`src/rtl/lsu_align_if.sv`:
```
// Request/response and data-memory signal bundle for lsu_align.
// The slave modport is the alignment unit; the master modport is the core/memory side.
interface lsu_align_if #(
  parameter int unsigned DATA_W = 32,
  parameter int unsigned ADDR_W = 32
);
  logic                  req_valid;
  logic                  req_ready;
  logic                  req_we;
  logic [ADDR_W-1:0]     req_addr;
  logic [1:0]            req_size;
  logic                  req_unsigned;
  logic [DATA_W-1:0]     req_wdata;
  logic                  rsp_valid;
  logic [DATA_W-1:0]     rsp_rdata;
  logic                  rsp_err;
  logic                  mem_req;
  logic                  mem_we;
  logic [ADDR_W-1:0]     mem_addr;
  logic [DATA_W/8-1:0]   mem_be;
  logic [DATA_W-1:0]     mem_wdata;
  logic                  mem_ack;
  logic [DATA_W-1:0]     mem_rdata;

  modport slave (
    input  req_valid, req_we, req_addr, req_size, req_unsigned, req_wdata,
           mem_ack, mem_rdata,
    output req_ready, rsp_valid, rsp_rdata, rsp_err,
           mem_req, mem_we, mem_addr, mem_be, mem_wdata
  );

  modport master (
    output req_valid, req_we, req_addr, req_size, req_unsigned, req_wdata,
           mem_ack, mem_rdata,
    input  req_ready, rsp_valid, rsp_rdata, rsp_err,
           mem_req, mem_we, mem_addr, mem_be, mem_wdata
  );
endinterface

```
`src/rtl/lsu_align.sv`:
```
// Load/store alignment unit: lane-shifts stores, extracts and extends loads,
// and splits memory-word-crossing accesses into two beats.
module lsu_align #(
  parameter int unsigned DATA_W         = 32,
  parameter int unsigned ADDR_W         = 32,
  parameter bit          ALLOW_MISALIGN = 1'b1
) (
  input logic        clk,
  input logic        rst_n,
  lsu_align_if.slave bus
);
  localparam int unsigned NB   = DATA_W / 8;
  localparam int unsigned OFFW = $clog2(NB);

  typedef enum logic [1:0] {IDLE, BEAT0, BEAT1, RESP} state_e;

  state_e            state_q;
  logic [OFFW-1:0]   off_q;
  logic [1:0]        size_q;
  logic              we_q;
  logic              uns_q;
  logic [DATA_W-1:0] wdata_q;
  logic [DATA_W-1:0] rd0_q;

  logic              req_ready_q;
  logic              rsp_valid_q;
  logic              rsp_err_q;
  logic [DATA_W-1:0] rsp_rdata_q;
  logic              mem_req_q;
  logic              mem_we_q;
  logic [ADDR_W-1:0] mem_addr_q;
  logic [NB-1:0]     mem_be_q;
  logic [DATA_W-1:0] mem_wdata_q;

  int unsigned       req_off, req_len, q_off, q_len;
  logic              req_cross, req_bad, q_cross, sgn;
  logic [NB-1:0]     req_be, be1;
  logic [DATA_W-1:0] req_wdata_sh, wdata1, b0, b1, raw, ext;
  logic [ADDR_W-1:0] req_base;

  always_comb begin
    req_off      = 32'(bus.req_addr[OFFW-1:0]);
    req_len      = 32'd1 << bus.req_size;
    req_cross    = (req_off + req_len) > NB;
    req_bad      = (req_cross && !ALLOW_MISALIGN) || ((bus.req_size == 2'd3) && (DATA_W == 32));
    req_wdata_sh = bus.req_wdata << (8 * req_off);
    req_base     = bus.req_addr;
    req_base[OFFW-1:0] = '0;
    q_off   = 32'(off_q);
    q_len   = 32'd1 << size_q;
    q_cross = (q_off + q_len) > NB;
    wdata1  = wdata_q >> (8 * (NB - q_off));
    req_be  = '0;
    be1     = '0;
    for (int unsigned i = 0; i < NB; i++) begin
      req_be[i] = (i >= req_off) && (i < req_off + req_len);
      be1[i]    = i < (q_off + q_len - NB);
    end
    // One shifter serves both cases: a single-beat load never reaches into b1.
    b0  = (state_q == BEAT1) ? rd0_q : bus.mem_rdata;
    b1  = (state_q == BEAT1) ? bus.mem_rdata : '0;
    raw = DATA_W'({b1, b0} >> (8 * q_off));
    sgn = 1'b0;
    for (int unsigned i = 0; i < NB; i++) begin
      if (i == q_len - 1) sgn = raw[8*i+7];
    end
    ext = '0;
    for (int unsigned i = 0; i < NB; i++) begin
      ext[8*i +: 8] = (i < q_len) ? raw[8*i +: 8] : {8{sgn & ~uns_q}};
    end
  end

  always_ff @(posedge clk) begin
    if (!rst_n) begin
      state_q     <= IDLE;
      off_q       <= '0;
      size_q      <= '0;
      we_q        <= 1'b0;
      uns_q       <= 1'b0;
      wdata_q     <= '0;
      rd0_q       <= '0;
      req_ready_q <= 1'b1;
      rsp_valid_q <= 1'b0;
      rsp_err_q   <= 1'b0;
      rsp_rdata_q <= '0;
      mem_req_q   <= 1'b0;
      mem_we_q    <= 1'b0;
      mem_addr_q  <= '0;
      mem_be_q    <= '0;
      mem_wdata_q <= '0;
    end else begin
      case (state_q)
        IDLE: if (bus.req_valid) begin
          off_q       <= bus.req_addr[OFFW-1:0];
          size_q      <= bus.req_size;
          we_q        <= bus.req_we;
          uns_q       <= bus.req_unsigned;
          wdata_q     <= bus.req_wdata;
          req_ready_q <= 1'b0;
          if (req_bad) begin
            state_q     <= RESP;
            rsp_valid_q <= 1'b1;
            rsp_err_q   <= 1'b1;
            rsp_rdata_q <= '0;
          end else begin
            state_q     <= BEAT0;
            mem_req_q   <= 1'b1;
            mem_we_q    <= bus.req_we;
            mem_addr_q  <= req_base;
            mem_be_q    <= req_be;
            mem_wdata_q <= req_wdata_sh;
          end
        end
        BEAT0, BEAT1: if (bus.mem_ack) begin
          rd0_q <= bus.mem_rdata;
          if (state_q == BEAT0 && q_cross) begin
            state_q     <= BEAT1;
            mem_addr_q  <= mem_addr_q + ADDR_W'(NB);
            mem_be_q    <= be1;
            mem_wdata_q <= wdata1;
          end else begin
            state_q     <= RESP;
            mem_req_q   <= 1'b0;
            mem_we_q    <= 1'b0;
            mem_addr_q  <= '0;
            mem_be_q    <= '0;
            mem_wdata_q <= '0;
            rsp_valid_q <= 1'b1;
            rsp_err_q   <= 1'b0;
            rsp_rdata_q <= we_q ? '0 : ext;
          end
        end
        RESP: begin
          state_q     <= IDLE;
          req_ready_q <= 1'b1;
          rsp_valid_q <= 1'b0;
          rsp_err_q   <= 1'b0;
          rsp_rdata_q <= '0;
        end
        default: state_q <= IDLE;
      endcase
    end
  end

  assign bus.req_ready = req_ready_q;
  assign bus.rsp_valid = rsp_valid_q;
  assign bus.rsp_err   = rsp_err_q;
  assign bus.rsp_rdata = rsp_rdata_q;
  assign bus.mem_req   = mem_req_q;
  assign bus.mem_we    = mem_we_q;
  assign bus.mem_addr  = mem_addr_q;
  assign bus.mem_be    = mem_be_q;
  assign bus.mem_wdata = mem_wdata_q;
endmodule

```
`src/flat_wrapper.sv`:
```
// flat-port wrapper written by rule: the top's interface ports become plain ports
module lsu_align_flat 
#(
  parameter int unsigned DATA_W         = 32,
  parameter int unsigned ADDR_W         = 32,
  parameter bit          ALLOW_MISALIGN = 1'b1
)
  (clk, rst_n, bus_req_valid, bus_req_we, bus_req_addr, bus_req_size, bus_req_unsigned, bus_req_wdata, bus_mem_ack, bus_mem_rdata, bus_req_ready, bus_rsp_valid, bus_rsp_rdata, bus_rsp_err, bus_mem_req, bus_mem_we, bus_mem_addr, bus_mem_be, bus_mem_wdata);
  lsu_align_if #(.DATA_W(DATA_W), .ADDR_W(ADDR_W)) bus_i ();
  input logic clk;
  input logic rst_n;
  input wire logic [$bits(bus_i.req_valid)-1:0] bus_req_valid;
  input wire logic [$bits(bus_i.req_we)-1:0] bus_req_we;
  input wire logic [$bits(bus_i.req_addr)-1:0] bus_req_addr;
  input wire logic [$bits(bus_i.req_size)-1:0] bus_req_size;
  input wire logic [$bits(bus_i.req_unsigned)-1:0] bus_req_unsigned;
  input wire logic [$bits(bus_i.req_wdata)-1:0] bus_req_wdata;
  input wire logic [$bits(bus_i.mem_ack)-1:0] bus_mem_ack;
  input wire logic [$bits(bus_i.mem_rdata)-1:0] bus_mem_rdata;
  output wire logic [$bits(bus_i.req_ready)-1:0] bus_req_ready;
  output wire logic [$bits(bus_i.rsp_valid)-1:0] bus_rsp_valid;
  output wire logic [$bits(bus_i.rsp_rdata)-1:0] bus_rsp_rdata;
  output wire logic [$bits(bus_i.rsp_err)-1:0] bus_rsp_err;
  output wire logic [$bits(bus_i.mem_req)-1:0] bus_mem_req;
  output wire logic [$bits(bus_i.mem_we)-1:0] bus_mem_we;
  output wire logic [$bits(bus_i.mem_addr)-1:0] bus_mem_addr;
  output wire logic [$bits(bus_i.mem_be)-1:0] bus_mem_be;
  output wire logic [$bits(bus_i.mem_wdata)-1:0] bus_mem_wdata;
  assign bus_i.req_valid = bus_req_valid;
  assign bus_i.req_we = bus_req_we;
  assign bus_i.req_addr = bus_req_addr;
  assign bus_i.req_size = bus_req_size;
  assign bus_i.req_unsigned = bus_req_unsigned;
  assign bus_i.req_wdata = bus_req_wdata;
  assign bus_i.mem_ack = bus_mem_ack;
  assign bus_i.mem_rdata = bus_mem_rdata;
  assign bus_req_ready = bus_i.req_ready;
  assign bus_rsp_valid = bus_i.rsp_valid;
  assign bus_rsp_rdata = bus_i.rsp_rdata;
  assign bus_rsp_err = bus_i.rsp_err;
  assign bus_mem_req = bus_i.mem_req;
  assign bus_mem_we = bus_i.mem_we;
  assign bus_mem_addr = bus_i.mem_addr;
  assign bus_mem_be = bus_i.mem_be;
  assign bus_mem_wdata = bus_i.mem_wdata;
  lsu_align #(.DATA_W(DATA_W), .ADDR_W(ADDR_W), .ALLOW_MISALIGN(ALLOW_MISALIGN)) u_core (.clk(clk), .rst_n(rst_n), .bus(bus_i));
endmodule
```
`config.mk`:
```
export PLATFORM = sky130hd
export DESIGN_NAME = lsu_align_flat
export DESIGN_NICKNAME = d
export VERILOG_FILES = /design/src/rtl/lsu_align_if.sv /design/src/rtl/lsu_align.sv /design/src/flat_wrapper.sv
export SDC_FILE = /design/constraint.sdc
export NUM_CORES = 1
export LEC_CHECK = 0
export CAP_MARGIN = 25
export CORE_MARGIN = 3
export CORE_UTILIZATION = 47
export CTS_CLUSTER_SIZE = 28
export DETAILED_ROUTE_END_ITERATION = 6
export PLACE_DENSITY = 0.78
export SYNTH_ARGS = -nofsm -noshare
export SYNTH_HDL_FRONTEND = slang
export SYNTH_SLANG_ARGS = --single-unit
export TNS_END_PERCENT = 50
```
`constraint.sdc`:
```
create_clock -name clk -period 3.2 [get_ports clk]
set_input_delay 0.48 -clock clk [delete_from_list [all_inputs] [get_ports clk]]
set_output_delay 0.48 -clock clk [all_outputs]
set_load 0.02 [all_outputs]
```
==> summary.md, run 1 <==
| Metric | Value |
|---|---|
| NumNets Final | between 1500 and 2000 |
| CTS Root Buffer Type | clkbuf_16 |
| Critical Path Source Type | register |
| Post-DP HPWL | approximately 23000 um |
| Max frequency | 329.8 MHz |
| Crit path DAT | 3.40 ns |
| Main combinational cell family by area after synthesis | compound AO/OA/AOI/OAI gates |
| Reg-to-Reg End | u_core.bus.mem_wdata[24] |
| Die W | around 150 um |
| Worst hold stages | 2 |
| Async set or reset register ratio after synthesis | 0 |
| GRT overflow | 0 |
| H-tree depth | 4 |
| TritonRoute pass-1 iters | 6 |
| Skew-Pair Late Insertion Delay | 0.43 ns |
| CTS tree | done |
| Most frequent cell after synthesis | nand2_1 |
| Setup Skew | 0.01087 ns |
| Hold Startpoint | rst_n |
| Most frequent cells after synthesis | nand2_1 (267), dfxtp_1 (175), a21oi_1 (169) |
| XOR/XNOR share of the synthesized area | 0.002659 |
| I/O Pins | 209 |
| Total GRT Usage | 0.2833 |
| Clock Tree Buf Depth | 2 |
| Mux cell area share after synthesis | 0.1019 |
| Die Height | between 150 and 200 um |
| Req. time, crit path | about 3.6 ns |
| Starting DRC count in detailed routing | about 980 |
| Synth unique cells | a little over 80 |
| Mean Syn Cell Area | 7.844 um2 |
| N_diodes | 0 |
| Pwr Density | 877.5 nW/um2 |
| Layout area overhead | 28.98% |
| Post-CTS Setup Bufs | 0 |
| Ranking of synthesized cells by area | dfxtp_1 (35%), nand2_1 (10%), a21oi_1 (8.6%), mux2i_1 (6.9%), o21ai_0 (4.2%) |
| Reg2Reg Setup Slack | between 0.15 and 0.2 ns |
| Synth Area in Simple Gates | 0.2055 |
| Post-Synthesis Cells | about 1300 |
| Compound-Gate Fraction of Synth Area | 0.2612 |
| Slowest CP cell | nor3_2 |
| First-pass GRT wire length | roughly 51000 um |
| Worst hold path type | in2reg |
| Critical path class | reg2reg |
| Setup crit end kind | register |
| Run status | finished, final reports clean |
| Final worst path period share | 0.9475 |
| Minimum clock period after layout | between 3 and 4 ns |
| Drt total wl | approximately 33000 um |
| Synth Warn # | 0 |
| Hold slack final | 0.3885 ns |
| Final core utilization | 0.6240 |
| Detail Route Antenna Nets | 0 |
| Largest net degree at the start of global routing | just over 90 |
| Worst-path clk slew | roughly 0.070 ns |
| Netlist Area Pre-Place | roughly 9900 um2 |
| Die ar. | between 20000 and 25000 um2 |
| CP Launch Point | u_core.state_q[1] |
| CP cell instances | inv_1 -> ha_1 -> clkinv_1 -> buf_4 -> nor3_1 -> o211ai_2 -> nor3_2 -> a221oi_1 -> nor2_1 |
| CP peak stage delay | about 0.65 ns |
| Post-route DRC | 0 |
| Initial antenna violation count | 0 |
| Vias per inst | between 6 and 7 |
| Fin. Hold Viols | 0 |
| Post-synth top flop | dfxtp_1 |
| Peak VDD IR | about 0.00056 V |
| Synth Register Bits | roughly 180 |
| Fraction of layout cells with a size suffix above 1 | 0.09923 |
| Crit path to | u_core.bus.mem_wdata[24] |
| Synth top area share | 0.3545 |
| Worst-margin pin slew | between 1 and 1.5 ns |
| Post-synth EDFFs | 0 |
| Vias in the first global route | roughly 9500 |
| TritonCTS Buffers | 17 |
| Seq/Total Area, Yosys | 0.3545 |
| Final Power | around 11000 uW |
| Crit path max fanout | 11 |
| Synth area leader | dfxtp_1 |
| Std-Cell Rows | 52 |
| Worst R2R Start | u_core.state_q[1] |
| CORE AREA | approximately 20000 um2 |
| Synth Area in Adders | 0.01722 |
| Initial core utilization | 0.4838 |
| Leakage | between 0.004 and 0.005 uW |
| Routability cong. | 0.9724 |
| Fillers | approximately 1800 |
| Final setup fails | 0 |
| Pins Over Slew Limit | 0 |
| Wire per inst | roughly 20 um |
| Max Cap Viol | 0 |
| Worst Reg-to-Reg Cells | 9 |
| CTS Sinks | between 150 and 200 |
| Routed via count | 10350 |
| Slew HR | 0.3271 |
| Port bufs | about 210 |
[how the worst min path moves through the flow]
stage / endpoint / slack (ns)
global placement: u_core.bus.rsp_rdata[0] / 0.44
floorplan: u_core.wdata_q[0] / 0.43
detailed placement: u_core.wdata_q[1] / 0.45
finish: u_core.bus.req_ready / 0.39
global route: u_core.bus.req_ready / 0.38
CTS: u_core.bus.req_ready / 0.36
[what timing repair did]
item                       4_1_cts  5_1_grt
gates resized for setup          0       19
hold buffers                     0        0
setup endpoints to repair        0       79
[logic make-up after synthesis]
| logic type | Yosys count |
|---|---|
| AO/OA/AOI/OAI | 413 |
| XOR/XNOR | 3 |
| adder cells (fa/ha/maj) | 13 |
| buffers and inverters | 123 |
| flip-flops | 175 |
| multiplexers | 84 |
| other | 2 |
| AND/OR/NAND/NOR | 447 |
[power breakdown]
part	switching [uW]	internal, uW
registers	546	2820
clock network	957	1120
logic	3460	2280
total	4970	6220
[stage by stage]
step / area (um2) / worst slack (ns) / std cells / setup TNS, ns
after floorplan: 9889 / 0.04733 / 1261 / 0
after global placement: 12110 / 0.2520 / 1669 / 0
after detailed placement: 12110 / 0.07511 / 1669 / 0
after CTS: 12690 / 0.04054 / 1701 / 0
after global routing: 12750 / -0.02069 / 1701 / -0.02271
final: 12750 / 0.1681 / 1701 / 0
[area by class of cell]
class	count	area (um2)	share of cell area
Clock buffer	18	439.2	0.03445
Clock inverter	14	145.1	0.01139
Inverter	19	71.32	0.005595
Multi-Input combinational cell	963	5892	0.4622
Sequential cell	175	3506	0.2750
Tap cell	270	337.8	0.02650
Timing Repair Buffer	242	2356	0.1848
[registers in the layout, summed over array words and instances, names as in the netlist, 2 cells and up]
signal and cells:
u_core.bus.rsp_rdata 32, u_core.bus.mem_addr 30, u_core.bus.mem_wdata 32, u_core.wdata_q 32, u_core.bus.mem_be 4, u_core.off_q 2
u_core.rd0_q 32, u_core.size_q 2, u_core.state_q 2
[worst max-delay path: cells and delay by family, from the launching register on]
kind / cells / cell delay [ns]
AO/OA/AOI/OAI: 2 / 0.31
AND/OR/NAND/NOR: 3 / 1.03
adder cells (fa/ha/maj): 1 / 0.59
flip-flops: 1 / 0.40
buffers and inverters: 3 / 0.63
[placed cells by master, fill, tap and decap left out, types with 4 or more instances in the layout]
master / n
nand2_1: 267
clkdlybuf4s50_1: 205
dfxtp_1: 173
a21oi_1: 167
o21ai_0: 83
mux2i_1: 68
nor2_1: 62
buf_4: 33
a211oi_1: 27
nor2b_1: 26
nand3_1: 21
o22ai_1: 21
clkbuf_16: 17
inv_1: 16
nor3_1: 14
mux4_2: 13
o211ai_1: 12
o21ai_2: 11
a22o_1: 10
ha_1: 9
a2111oi_0: 8
o311ai_0: 7
nand4_1: 7
a221oi_1: 7
a31oi_1: 6
a32o_1: 6
nand2b_1: 5
or2_2: 5
and2_1: 5
and3_1: 5
inv_6: 5
a21oi_2: 4
a2111oi_2: 4
o221ai_1: 4
[per-layer routing]
layer / vias to the layer above / wire, um / track usage
met2: 567 / 15250 / 0.4412
met5: - / 0 / 0
met1: 4857 / 13510 / 0.3801
met3: 71 / 3145 / 0.06134
li1: 4854 / - / -
met4: 0 / 1280 / 0.1219
Note: power is estimated with default switching activity, not from simulation.
==> run 2: changes to the inputs <==
- SETUP_SLACK_MARGIN: unset -> 0.05
==> summary.md, run 2 (synthesis results as in run 1) <==
| Metric | Value |
|---|---|
| Wire per inst | 19.80 um (+1.4%) |
| Largest net degree at the start of global routing | 91 (unchanged) |
| Fin. Hold Viols | 0 (unchanged) |
| Part of the power in the clock network | 0.183 (-0.003) |
| Setup crit end kind | register |
| Port bufs | 206 (unchanged) |
| Die ar. | 22800 um2 (unchanged) |
| CORE AREA | 20430 um2 (unchanged) |
| Critical path class | reg2reg |
| Die W | 151.0 um (unchanged) |
| TritonCTS Buffers | 17 (unchanged) |
| Run status | finished, final reports clean |
| Met3 wire len | 2891 um (-8.1%) |
| Initial core utilization | 0.4838 (unchanged) |
| Vias in the first global route | 9707 (+1.8%) |
| Pins Over Slew Limit | 0 (unchanged) |
| First-pass GRT wire length | 52500 um (+3.1%) |
| Max frequency | 327.8 MHz (-0.61%) |
| Leakage | 0.004522 uW (+0.39%) |
| Hold Path Sink | u_core.bus.req_ready |
| Worst-path clk slew | 0.08 ns (about the same) |
| Final setup fails | 0 (unchanged) |
| Slew HR | 0.3432 (+0.01604) |
| Crit path max fanout | 9 (-2) |
| Final worst path period share | 0.9533 (+0.005847) |
| Vias per inst | 6.092 (+0.13%) |
| TritonRoute pass-1 iters | 6 (unchanged) |
| Drt total wl | 33770 um (+1.7%) |
| Register share of total power | 0.298 (-0.003) |
| Post-DP HPWL | 23800 um (+1.9%) |
| Starting DRC count in detailed routing | 943 (-3.3%) |
| Fraction of layout cells with a size suffix above 1 | 0.1031 (+0.003833) |
| Setup Skew | 0.01235 ns (+0.001486 ns) |
| Worst hold stages | 2 (unchanged) |
| Worst Reg-to-Reg Cells | 13 (+4) |
| Worst hold path type | in2reg |
| Layout area overhead | 29.59% |
| Initial antenna violation count | 1 (+1) |
| Post-route DRC | 0 (unchanged) |
| Peak VDD IR | 0.0005970 V (+6.8%) |
| Crit path DAT | 3.40 ns (about the same) |
| Uppermost routed layer | met5 |
| Commonest non-fill, non-tap cell in the layout | nand2_1 |
| Routed via count | 10390 (+0.43%) |
| Skew-Pair Late Insertion Delay | 0.45 ns (+0.02 ns) |
| Hold Startpoint | rst_n |
| CTS Root Buffer Type | clkbuf_16 |
| CP peak stage delay | 0.55 ns (-0.10 ns) |
| Reg-to-Reg End | u_core.bus.mem_addr[26] |
| CP cell instances | buf_4 -> nor2b_2 -> xnor2_2 -> ha_4 -> nor2_1 -> o21ai_0 -> o21ai_0 -> ha_1 -> nor2b_2 -> and2_4 -> o21ai_4 -> or4_4 -> o311ai_1 |
| Worst-margin pin slew | 0.9853 ns (-0.02406 ns) |
| Max Cap Viol | 0 (unchanged) |
| Detail Route Antenna Nets | 0 (unchanged) |
| Total GRT Usage | 0.2910 (+0.007734) |
| Switching pwr | 5088 uW (+2.4%) |
| Clock Tree Buf Depth | 2 (unchanged) |
| Internal power | 6174 uW (-0.73%) |
| Reg2Reg Setup Slack | 0.15 ns (-0.02 ns) |
| CTS Sinks | 175 (unchanged) |
| Slowest CP cell | or4_4 |
| Sw frac | 0.4518 (+0.007783) |
| NumNets Final | 1540 (+0.33%) |
| Worst R2R Start | u_core.size_q[0] |
| Setup WS post-layout | 0.1494 ns (-0.01871 ns) |
| Req. time, crit path | 3.55 ns (about the same) |
| CTS tree | done |
| Pre-CTS WS | -0.05877 ns (-0.1339 ns) |
| Std-Cell Rows | 52 (unchanged) |
| Pwr Density | 879.3 nW/um2 (+0.21%) |
| Post-Route M1 WL | 13820 um (+2.3%) |
| GRT overflow | 0 (unchanged) |
| Critical Path Source Type | register |
| N_diodes | 0 (unchanged) |
| Minimum clock period after layout | 3.051 ns (+0.01871 ns) |
| I/O Pins | 209 (unchanged) |
| Most frequent cells in the layout | nand2_1 (267), clkdlybuf4s50_1 (205), dfxtp_1 (173), a21oi_1 (167), o21ai_0 (83) |
| Met2 WL | 15610 um (+2.3%) |
| Hold slack final | 0.4117 ns (+0.02327 ns) |
| Routability cong. | 0.9599 (-1.3%) |
| Top Family by Delay on Critical Path | simple AND/OR/NAND/NOR gates |
| WP buf/inv | 1 (-2) |
| Comb power frac | 0.519 (+0.006) |
| Die Height | 151.0 um (unchanged) |
| H-tree depth | 4 (unchanged) |
## run 2: what timing repair did
item	in CTS	in global routing
hold buffers	0	0
endpoints found under the setup margin	13	72
gates cloned	0	1
resized for setup	2	16
endpoints found under the hold margin	0	0
pin swaps	0	2
buffers inserted	0	1
## run 2: how the worst max path moves through the flow
stage,slack (ns),startpoint,cells past startpoint,end
2_1_floorplan,0.08,u_core.size_q[1],15,u_core.bus.mem_addr[30]
3_3_place_gp,0.16,u_core.size_q[0],13,u_core.bus.mem_addr[26]
3_5_place_dp,-0.06,u_core.size_q[0],13,u_core.bus.mem_addr[26]
4_1_cts,0.05,u_core.size_q[0],13,u_core.bus.mem_addr[26]
5_1_grt,-0.004,u_core.size_q[0],14,u_core.bus.mem_addr[26]
6_report,0.15,u_core.size_q[0],13,u_core.bus.mem_addr[26]
## run 2: area by class of cell
cell class | instances | area [um2]
clock inverter | 15 | 150.1
tap | 270 | 337.8
fill | 1829 | 7622
multi-input combinational | 964 | 5918
sequential | 175 | 3506
clock buffer | 17 | 425.4
timing repair buffer | 246 | 2399
inverter | 19 | 71.32
## run 2: per-stage QoR
step	utilization	power, uW	std cells	area, um2	TNS [ns]
floorplan	-	6779	1261	9892	0
global placement	0.5944	8956	1672	12140	0
detailed placement	0.5944	9051	1672	12140	-0.1519
CTS	0.6230	11120	1704	12730	0
global route	0.6269	11850	1706	12810	-0.005103
finish	0.6269	11260	1706	12810	0
## run 2: power by group through the flow
stage	Sequential, uW	Clock (uW)	Combinational [uW]
after CTS	3340	2070	5720
after global routing	3420	2150	6290
after floorplan	3790	0	2990
after global placement	3370	0	5590
final	3350	2060	5840
after detailed placement	3370	0	5690
## run 2: layer usage
metal	global-route usage	vias up
met5	0	-
li1	-	4853
met4	0.1401	2
met3	0.05835	99
met2	0.4543	526
met1	0.3862	4913
